**src/rtl/button_press_decoder.sv**
```systemverilog
// button_press_decoder
// Classifies debounced button events into short presses, long presses and
// (optionally) auto-repeat ticks while the button stays held.
// The optional feature is controlled by the macro BUTTON_PRESS_DECODER_REPEAT_EN:
//   defined   -> repeat counter built, o_repeat pulses every REPEAT_CYCLES in LONG
//   undefined -> no repeat counter, o_repeat tied low, LONG waits only for release
// All outputs are registered; every output pulse lasts exactly one cycle.
// The repeat pulse is named o_repeat because "repeat" is a reserved word.
module button_press_decoder #(
  parameter int HOLD_CYCLES   = 25_000_000,
  parameter int REPEAT_CYCLES = 5_000_000,
  parameter int CNT_W         = 25
) (
  input  logic clk,
  input  logic rst,
  input  logic i_down,
  input  logic i_up,
  output logic o_short_press,
  output logic o_long_press,
  output logic o_repeat,
  output logic o_held
);

  typedef enum logic [1:0] {
    ST_IDLE    = 2'd0,
    ST_PRESSED = 2'd1,
    ST_LONG    = 2'd2
  } state_t;

  // Terminal counts: cnt starts at 0 on the edge that samples down, so
  // cnt == HOLD_CYCLES-1 is seen exactly HOLD_CYCLES edges after the press.
  localparam logic [CNT_W-1:0] HOLD_LAST = CNT_W'(HOLD_CYCLES - 1);
  localparam logic [CNT_W-1:0] CNT_ONE   = CNT_W'(1);

  state_t           r_state;
  logic [CNT_W-1:0] r_cnt;
  logic             r_short_press;
  logic             r_long_press;
  logic             r_held;

`ifdef BUTTON_PRESS_DECODER_REPEAT_EN
  localparam logic [CNT_W-1:0] REPEAT_LAST = CNT_W'(REPEAT_CYCLES - 1);

  logic [CNT_W-1:0] r_rcnt;
  logic             r_repeat;
`endif

  // Press classification FSM with registered one-cycle pulse outputs.
  // NOTE: sequential state uses non-blocking (<=) so every register samples
  // the pre-edge values; blocking here would create order-dependent races.
  always_ff @(posedge clk or posedge rst) begin
    if (rst) begin
      r_state       <= ST_IDLE;
      r_cnt         <= '0;
      r_short_press <= 1'b0;
      r_long_press  <= 1'b0;
      r_held        <= 1'b0;
`ifdef BUTTON_PRESS_DECODER_REPEAT_EN
      r_rcnt        <= '0;
      r_repeat      <= 1'b0;
`endif
    end else begin
      // NOTE: pulses default low each cycle and are only set by the branch
      // that fires, which guarantees single-cycle width without extra logic.
      r_short_press <= 1'b0;
      r_long_press  <= 1'b0;
`ifdef BUTTON_PRESS_DECODER_REPEAT_EN
      r_repeat      <= 1'b0;
`endif
      case (r_state)
        ST_IDLE: begin
          // A lone up, or down and up together, carries no press information.
          if (i_down && !i_up) begin
            r_state <= ST_PRESSED;
            r_cnt   <= '0;
          end
        end

        ST_PRESSED: begin
          // Release wins over a coincident hold threshold.
          if (i_up) begin
            r_state       <= ST_IDLE;
            r_short_press <= 1'b1;
          end else if (r_cnt == HOLD_LAST) begin
            r_state      <= ST_LONG;
            r_long_press <= 1'b1;
            r_held       <= 1'b1;
`ifdef BUTTON_PRESS_DECODER_REPEAT_EN
            r_rcnt       <= '0;
`endif
          end else begin
            r_cnt <= r_cnt + CNT_ONE;
          end
        end

        ST_LONG: begin
          // Release ends the hold silently and also beats a repeat terminal count.
          if (i_up) begin
            r_state <= ST_IDLE;
            r_held  <= 1'b0;
          end
`ifdef BUTTON_PRESS_DECODER_REPEAT_EN
          else if (r_rcnt == REPEAT_LAST) begin
            r_repeat <= 1'b1;
            r_rcnt   <= '0;
          end else begin
            r_rcnt <= r_rcnt + CNT_ONE;
          end
`endif
        end

        default: begin
          r_state <= ST_IDLE;
          r_held  <= 1'b0;
        end
      endcase
    end
  end

  assign o_short_press = r_short_press;
  assign o_long_press  = r_long_press;
  assign o_held        = r_held;

`ifdef BUTTON_PRESS_DECODER_REPEAT_EN
  assign o_repeat = r_repeat;
`else
  assign o_repeat = 1'b0;
`endif

endmodule

```
**config.mk**
```make
export PLATFORM = sky130hd
export DESIGN_NAME = button_press_decoder
export DESIGN_NICKNAME = d
export VERILOG_FILES = /design/src/rtl/button_press_decoder.sv
export SDC_FILE = /design/constraint.sdc
export NUM_CORES = 1
export LEC_CHECK = 0
export CORE_ASPECT_RATIO = 0.8
export CORE_UTILIZATION = 48
export CTS_CLUSTER_SIZE = 16
export DETAILED_ROUTE_END_ITERATION = 12
export GPL_TIMING_DRIVEN = 0
export PLACE_DENSITY = 0.63
export SLEW_MARGIN = 20
export SYNTH_ARGS = -nofsm -noshare
export SYNTH_HDL_FRONTEND = slang
export SYNTH_SLANG_ARGS = --single-unit
```
**constraint.sdc**
```tcl
create_clock -name clk -period 3.7 [get_ports clk]
set_input_delay 0.74 -clock clk [delete_from_list [all_inputs] [get_ports clk]]
set_output_delay 0.74 -clock clk [all_outputs]
set_load 0.005 [all_outputs]
```
Yosys cells after proc, flatten, opt, wreduce, memory -nomap -nowiden

Cells that the tools add are included.
W data, S select, Z words.

Memory bits (writable): 0
Latch bits: 0
Flip-flop bits (word level): 30
Memories: 0
Word-level logic and storage cells: 41
Bits in read-only memories: 0
Output and inout port bits: 4

Reduce and logical (&&, ||, !) cells: 7
Shifts and indexed selects: 0
Muxes and demuxes: 18
Add/sub/neg operators: 1
Equality and inequality tests: 9
Bitwise gates (word level): 1
Div/mod/pow operators: 0
$lt $le $gt $ge: 0
$mul: 0

Operator list:

| operator                | number |
|---|---|
| $mux W25                | 3 |
| $pmux W25 S2            | 1 |
| $add A25 B1 Y25 const B | 1 |
| $eq A25 B25 Y1 const B  | 1 |
| $ne A2 B2 Y1 const B    | 5 |
| $mux W1                 | 8 |
| $mux W2                 | 4 |
| $reduce_and A4 Y1       | 2 |
| $pmux W2 S3             | 1 |
| $ne A3 B3 Y1 const B    | 1 |
| $pmux W1 S3             | 1 |
| $reduce_and A3 Y1       | 1 |
| $eq A2 B1 Y1 const B    | 1 |
| $eq A2 B2 Y1 const B    | 1 |
| $logic_not A2 Y1        | 1 |
| $reduce_bool A2 Y1      | 1 |
| $logic_and A1 B1 Y1     | 1 |
| $logic_not A1 Y1        | 1 |
| $not A1 Y1              | 1 |

Logic depth before layout (Yosys ltp)

Gate-level depths: netlist of the first run.

Depth after elaboration: 4
Mapped depth: 9
Gate-level depth less buffers: 7

Worst setup path before layout of the first run

OpenSTA, ideal clock, no wires.

Kind: flip-flop to flip-flop
From: register r_cnt[7]
To: register r_cnt[11]
Arrival: 2.271 ns
Setup time: 0.082 ns
Setup slack: 1.347 ns
Period minus slack after synthesis: 2.353 ns
Cell stages (with the launch flop): 10
Cell sequence: dfrtp_1 > buf_6 > or4_4 > nor4_4 > nor4b_4 > or2_1 > buf_6 > inv_4 > buf_6 > a31oi_1

Cells in the longest elaborated chain, start to end: 4
Elaborated cells on any way between the ends: 7
Those cells by class: 1 x add/sub; 2 x eq/ne; 3 x mux; 1 x reduce/logical

Ends and longest elaborated chain:

| element                | RTL line | RTL |
|---|---|---|
| start, declared        | 36       | `logic [CNT_W-1:0] r_cnt;` |
| start signal, assigned | 92       | `r_cnt <= r_cnt + CNT_ONE;` |
| $add A25 B1 Y25        | 92       |  |
| $mux W25               | 84       | `end else if (r_cnt == HOLD_LAST) begin` |
| $mux W25               | 81       | `if (i_up) begin` |
| $pmux W25 S2           | 70       | `case (r_state)` |

Parallel ways exist; a longest one is shown, timed or not. The select of a mux whose other input is x is not followed.
A chain may end at the register's enable or synchronous reset.

Worst setup path in the final report of the first run

From: input port i_up
To: register r_cnt[15]

Cells in the longest elaborated chain, start to end: 4
Elaborated cells on any way between the ends: 5
Those cells by class: 2 x eq/ne; 3 x reduce/logical

Ends and longest elaborated chain:

| element                         | RTL line | RTL |
|---|---|---|
| start, declared                 | 17       | `input logic i_up,` |
| $logic_not A1 Y1                | 73       | `if (i_down && !i_up) begin` |
| $logic_and A1 B1 Y1             | 73       |  |
| $ne A2 B2 Y1 (no line)          | n/a      |  |
| $reduce_and A4 Y1 (no line) (*) | n/a      |  |

Mark *: on every way between the ends. The rest lies on a longest branch, timed or not.

==> reports/qor.txt, run 1 <==
Outcome = complete, no violations
1st-pass router iterations = 4
Largest voltage drop on the vdd net = 0.0002549 V
Fraction of synthesized cell area in xor and xnor cells = 0.01048
Synth Flop Type = dfrtp_1
Critical Path Slowest Stage Cell = a21oi_1
Starting utilization of the core area = 0.5227
Final hold viol count = 0
EDFF count, synth = 0
Post-synthesis share of cell area spent on and, or, nand and nor gates = 0.2485
NumNets Final = 197
Post-cts gate resize count = 0
Routed wirelength normalized by instance count = 17.09 um
Max-slew violation count = 0
Cell count after placement = 225
Max transition margin = 0.4469
Critical path class = in2reg
Synthesized-area fraction occupied by adder cells = 0.007485
Slew @ Worst Pin = 823.3 ps
Number of unique standard cell types used by synthesis = 45
Element type at the critical path start = primary input
Layout cells sized above 1 = 0.09896
Routability congestion estimate from global placement = 0.7965
Count of input and output buffers = 6
Post-synthesis register bit count = 30
Top area cells in the synthesized netlist = dfrtp_1 (45%), a31oi_1 (6.4%), nand2_1 (4.0%)
Kind of capture point of the worst setup path = flop
Maximum number of pins on one net before global-route repair = 31
# IOs = 8
Count of standard-cell rows = 18
Clock Tree Buf Depth = 2
Cell type with the highest aggregate area in the netlist = dfrtp_1
GRT Resource Usage Total = 0.2363
Buffers & Inverters on Critical Path = 3
Skew final = 5.407 ps
Final wirelength = 3.965 mm
Average size of a mapped cell = 9.339 um2
Post-route setup slack = 703.2 ps
Warnings, synthesis = 0
Unrepaired setup endpoints after global routing = false
Crit-path leading delay family = buffers and inverters
Width of the die = 67.98 um
Cell Area, Synth = 0.001672 mm2
Global-route wire length before repair = 6.313 mm
Pre-CTS setup slack = 510.0 ps
Post-CTS setup buffers = 0
Clock edge transition at the registers on the reported setup and hold paths = 60 ps
WP data arrival = 3190 ps
Drt drc = 0
Cell-by-cell listing of the critical path = clkdlybuf4s50_1 -> nor2_1 -> nand2_1 -> a21oi_1 -> clkbuf_1 -> clkbuf_1 -> nand2_1 -> a31oi_1
Combinational family with the most area after synthesis = simple AND/OR/NAND/NOR gates
Average via count per standard cell = 6.422
Most common library cells after synthesis = dfrtp_1 (30), nand2_1 (18), a31oi_1 (17)
Required time of the critical path = 3890 ps
DP HPWL = 2.695 mm
Die outline height = 54.78 um
Clock latency reported for the late side of the worst-skew pair = 280 ps
Max Cap Viol = 0
Initial antenna violation count = 0
Top fanout value on the critical path = 10
Finish-stage setup viols = 0
Layout overhead on the synthesized area = 11.15%
Fraction of synthesized area in multiplexers = 0
Critical Path Max Stage Delay = 500 ps
Placed Instance Area = 0.001782 mm2
Post-route cell area = 0.001858 mm2
Overall via count from detail_route = 1490
Max Clk Rate = 333.7 MHz
CTS Root Cell = clkbuf_8
CTS HTree Levels = 2
CTS tree = built
Complex-gate fraction of the synthesized area = 0.2246
Class of the worst hold path = reg2reg
Number of DRC violations after detailed-routing iteration 0 = 102
Non-filler instance count after layout = 232
Vias in the first global route = 1358
Final-layout setup total negative slack = 0 ps
Proportion of synthesized chip area in sequential cells = 0.4491
Final critical-path required period = 2997 ps
Sink count of the clock tree = 30
Cell with the most instances after synthesis = dfrtp_1
Antenna violation net count after detailed routing = 0
Syn nets = 184
Synth top area share = 0.4491
Proportion of register bits with asynchronous set or reset after synthesis = 1.000
Remaining Overflow, GRT = 0
Number of cells produced by synthesis = 179
Diode insertion count for antenna repair = 0
Static Leak = 0.7747 nW
TritonCTS buffer count = 5
Final worst-path cycle share = 0.8100
Area of the placeable core = 0.003198 mm2
Die ar. = 0.003724 mm2
Hold buffer count at CTS = 0
Power density of the placed cells = 368.4 mW/mm2
-- routing by layer --
metal  part of all wire  vias up  GRT usage  wire [um]
met4             0.0073        0    0.06944         29
met3              0.052        5    0.05000        205
li1                   -      704          -          -
met2               0.46       50     0.3775       1824
met1               0.48      731     0.3213       1906
met5                  0        -          0          0
-- cell usage in the layout (no fill, tap or decap), types with 2 or more instances in the layout --
master           count
or4_1                2
inv_1                6
a21oi_1              8
nor3_1               7
nor2_1               4
a41oi_1              3
nand2_1             18
and4_1               3
clkbuf_1             8
a211o_2              3
nand4_1              8
and3_1               5
nand3_1             12
o211ai_1             2
buf_6                3
dfrtp_1             30
o31a_1               2
o31ai_1              2
clkdlybuf4s50_1      6
clkbuf_8             5
a22o_1               2
o21ai_0             11
a31oi_1             17
-- cell type report --
type	count	area, um2
Buffer	10	63.81
Clock buffer	7	76.32
Fill cell	286	1340
Inverter	8	32.53
Multi-Input combinational cell	131	824.5
Sequential cell	30	750.7
Tap cell	40	50.05
Timing Repair Buffer	6	60.06
-- report_power, final --
part	switching [mW]	leakage, nW	internal (mW)
combinational	0.0430	0.324	0.0287
clock	0.116	0.0383	0.129
sequential	0.0218	0.413	0.345
total	0.181	0.775	0.503
-- state kept, by name, indices dropped and copies added (netlist names) --
signal	flops
r_cnt	25
r_state	2
o_held	1
o_long_press	1
o_short_press	1
-- kinds of logic (layout without fill, tap and decap cells) --
logic type | Yosys count | after routing
simple gates | 70 | 70
compound gates | 57 | 57
flops | 30 | 30
buf+inv | 18 | 31
xor+xnor | 2 | 2
fa+ha+maj | 1 | 1
other cells | 1 | 1
-- worst paths after layout --
| kind | endpoint | from | slack [ps] | cells after the start |
|---|---|---|---|---|
| worst max-delay path | r_cnt[15] | i_up | 700 | 8 |
| worst min-delay path | r_cnt[22] | r_cnt[22] | 500 | 1 |
| worst max register to register | r_cnt[15] | r_cnt[0] | 780 | 8 |
| worst min register to register | r_cnt[22] | r_cnt[22] | 500 | 1 |
| max in group asynchronous | r_cnt[22] | rst | 2420 | 2 |
| min in group asynchronous | r_cnt[2] | rst | 860 | 2 |
-- through the flow --
| stage | hold slack [ps] | power [mW] | util |
|---|---|---|---|
| after floorplan | 446.0 | 0.4184 | - |
| after global placement | 484.7 | 0.4397 | 0.5571 |
| after detailed placement | 492.5 | 0.4439 | 0.5571 |
| after CTS | 501.7 | 0.6850 | 0.5810 |
| after global routing | 520.7 | 0.7124 | 0.5810 |
| final | 502.4 | 0.6845 | 0.5810 |
Power figures use the tool's default switching activity.
==> run 2: changes to the inputs <==
==> constraint.sdc (replaced) <==
create_clock -name clk -period 2.9 [get_ports clk]
set_input_delay 0.58 -clock clk [delete_from_list [all_inputs] [get_ports clk]]
set_output_delay 0.58 -clock clk [all_outputs]
set_load 0.005 [all_outputs]
==> reports/qor.txt, run 2 (same netlist as run 1, synthesis figures left out) <==
Most frequent cells in the layout = dfrtp_1 (30), nand2_1 (18), a31oi_1 (17) (unchanged)
Clock latency reported for the late side of the worst-skew pair = 280 ps (about the same)
Vias in the first global route = 1358 (unchanged)
Switching portion of total power = 0.2653 (was 0.2646)
Layout cells sized above 1 = 0.1042 (was 0.09896)
Placed Instance Area = 0.001782 mm2 (unchanged)
WP data arrival = 2960 ps (was 3190 ps)
CTS Root Cell = clkbuf_8 (unchanged)
Global-route wire length before repair = 6.313 mm (unchanged)
Maximum number of pins on one net before global-route repair = 31 (unchanged)
Critical path class = reg2reg (was in2reg)
Largest register FFs = 25 (unchanged)
Final wirelength = 3.978 mm (was 3.965 mm)
CTS HTree Levels = 2 (unchanged)
Skew final = 6.181 ps (was 5.407 ps)
Routability congestion estimate from global placement = 0.7965 (unchanged)
CTS tree = built (unchanged)
Average via count per standard cell = 6.388 (was 6.422)
Slew @ Worst Pin = 809.6 ps (was 823.3 ps)
TritonCTS buffer count = 5 (unchanged)
Layer with the highest usage = met2 (unchanged)
Antenna violation net count after detailed routing = 0 (unchanged)
Final hold viol count = 0 (unchanged)
Count of input and output buffers = 6 (unchanged)
Post-cts gate resize count = 0 (unchanged)
Max Cap Viol = 0 (unchanged)
Initial antenna violation count = 0 (unchanged)
Start point of the worst hold path = r_cnt[22] (unchanged)
Worst-case hold slack = 502.4 ps (about the same)
Post-route setup slack = 133.0 ps (was 703.2 ps)
Power density of the placed cells = 470.2 mW/mm2 (was 368.4 mW/mm2)
Overall via count from detail_route = 1482 (was 1490)
Clock edge transition at the registers on the reported setup and hold paths = 60 ps (about the same)
Met1 usage in global routing = 0.3213 (unchanged)
Required time of the critical path = 3090 ps (was 3890 ps)
Hold buffer count at CTS = 0 (unchanged)
Top fanout value on the critical path = 10 (unchanged)
GRT Resource Usage Total = 0.2363 (unchanged)
Final worst-path cycle share = 0.9541
1st-pass router iterations = 4 (unchanged)
Layout overhead on the synthesized area = 11.23% (was 11.15%)
Width of the die = 67.98 um (unchanged)
Post-route cell area = 0.001859 mm2 (was 0.001858 mm2)
Final critical-path required period = 2767 ps
Starting utilization of the core area = 0.5227 (unchanged)
Internal = 642.3 uW (was 503.4 uW)
Pre-CTS setup slack = -130.0 ps (was 510.0 ps)
Unrepaired setup endpoints after global routing = false (unchanged)
Element type at the critical path start = flop (was primary input)
Most common cell after layout, fill and taps aside = dfrtp_1 (unchanged)
Die outline height = 54.78 um (unchanged)
Reg with most FFs = r_cnt (unchanged)
Kind of capture point of the worst setup path = flop (unchanged)
Max transition margin = 0.4561 (was 0.4469)
Outcome = complete, no violations (unchanged)
# IOs = 8 (unchanged)
Switching power of the nets = 231.9 uW (was 181.1 uW)
Crit path from = r_cnt[0] (was i_up)
Routed wirelength normalized by instance count = 17.15 um (was 17.09 um)
Largest voltage drop on the vdd net = 0.0003268 V (was 0.0002549 V)
Count of standard-cell rows = 18 (unchanged)
Number of DRC violations after detailed-routing iteration 0 = 115 (was 102)
Met3 usage in global routing = 0.05000 (unchanged)
Area of the placeable core = 0.003198 mm2 (unchanged)
Static Leak = 0.7780 nW (was 0.7747 nW)
Share of total power in combinational logic = 0.105 (about the same)
Max-slew violation count = 0 (unchanged)
Critical Path Max Stage Delay = 480 ps (was 500 ps)
Remaining Overflow, GRT = 0 (unchanged)
Critical Path Slowest Stage Cell = a21oi_1 (unchanged)
Diode insertion count for antenna repair = 0 (unchanged)
Drt drc = 0 (unchanged)
Clock network power share = 0.359 (about the same)
Finish-stage setup viols = 0 (unchanged)
Die ar. = 0.003724 mm2 (unchanged)
Post-CTS setup buffers = 0 (unchanged)
Sequential group share of total power = 0.536 (was 0.537)
Cell-by-cell listing of the critical path = ha_1 -> and4_1 -> and3_1 -> a21oi_1 -> clkbuf_1 -> clkbuf_2 -> nand2_1 -> a31oi_1 (was clkdlybuf4s50_1 -> nor2_1 -> nand2_1 -> a21oi_1 -> clkbuf_1 -> clkbuf_1 -> nand2_1 -> a31oi_1)
Sink count of the clock tree = 30 (unchanged)
RR Startpoint = r_cnt[0] (unchanged)
Top flop regs = r_cnt (25), r_state (2) (unchanged)
Final-layout setup total negative slack = 0 ps (unchanged)
Max Clk Rate = 361.4 MHz
Class of the worst hold path = reg2reg (unchanged)
Clock Tree Buf Depth = 2 (unchanged)
DP HPWL = 2.695 mm (unchanged)
Met2 usage in global routing = 0.3775 (unchanged)
NumNets Final = 197 (unchanged)
## run 2: path summary, 6_finish.rpt
path,endpoint,slack (ps),cells after the start
worst max-delay path,r_cnt[15],130,8
worst min-delay path,r_cnt[22],500,1
worst max register to register,r_cnt[15],130,8
worst min register to register,r_cnt[22],500,1
max in group asynchronous,r_cnt[10],1780,2
min in group asynchronous,r_cnt[3],700,2
## run 2: per-layer routing
metal  vias up  routed length, um
met3         7                254
met4         0                 36
li1        706                  -
met1       726               1905
met5         -                  0
met2        43               1782
## run 2: power by group through the flow
stage / logic (mW) / clock network [mW] / registers (mW)
2_1_floorplan: 0.0665 / 0 / 0.467
3_3_place_gp: 0.0874 / 0 / 0.474
3_5_place_dp: 0.0913 / 0 / 0.475
4_1_cts: 0.0914 / 0.315 / 0.468
5_1_grt: 0.103 / 0.334 / 0.472
6_report: 0.0915 / 0.314 / 0.469
## run 2: through the flow
| step | utilization | std cells | power (mW) |
|---|---|---|---|
| 6_report | 0.5814 | 232 | 0.8742 |
| 5_1_grt | 0.5814 | 232 | 0.9090 |
| 4_1_cts | 0.5810 | 232 | 0.8740 |
| 3_5_place_dp | 0.5571 | 225 | 0.5664 |
| 3_3_place_gp | 0.5571 | 225 | 0.5610 |
| 2_1_floorplan | - | 179 | 0.5339 |
## run 2: area by class of cell
| cell class | instances | area [um2] |
|---|---|---|
| inverters | 8 | 32.53 |
| clock buffers | 7 | 76.32 |
| repair buffers | 6 | 60.06 |
| well taps | 40 | 50.05 |
| fillers | 286 | 1339 |
| multi-input cells | 131 | 824.5 |
| plain buffers | 10 | 65.06 |
| flip-flops and latches | 30 | 750.7 |
## run 2: critical path, delay by kind of cell (launching register included)
kind	cells	cell delay [ps]
AO/OA/AOI/OAI	2	660
adder cells (fa/ha/maj)	1	260
buffers and inverters	2	790
flip-flops	1	430
AND/OR/NAND/NOR	3	550
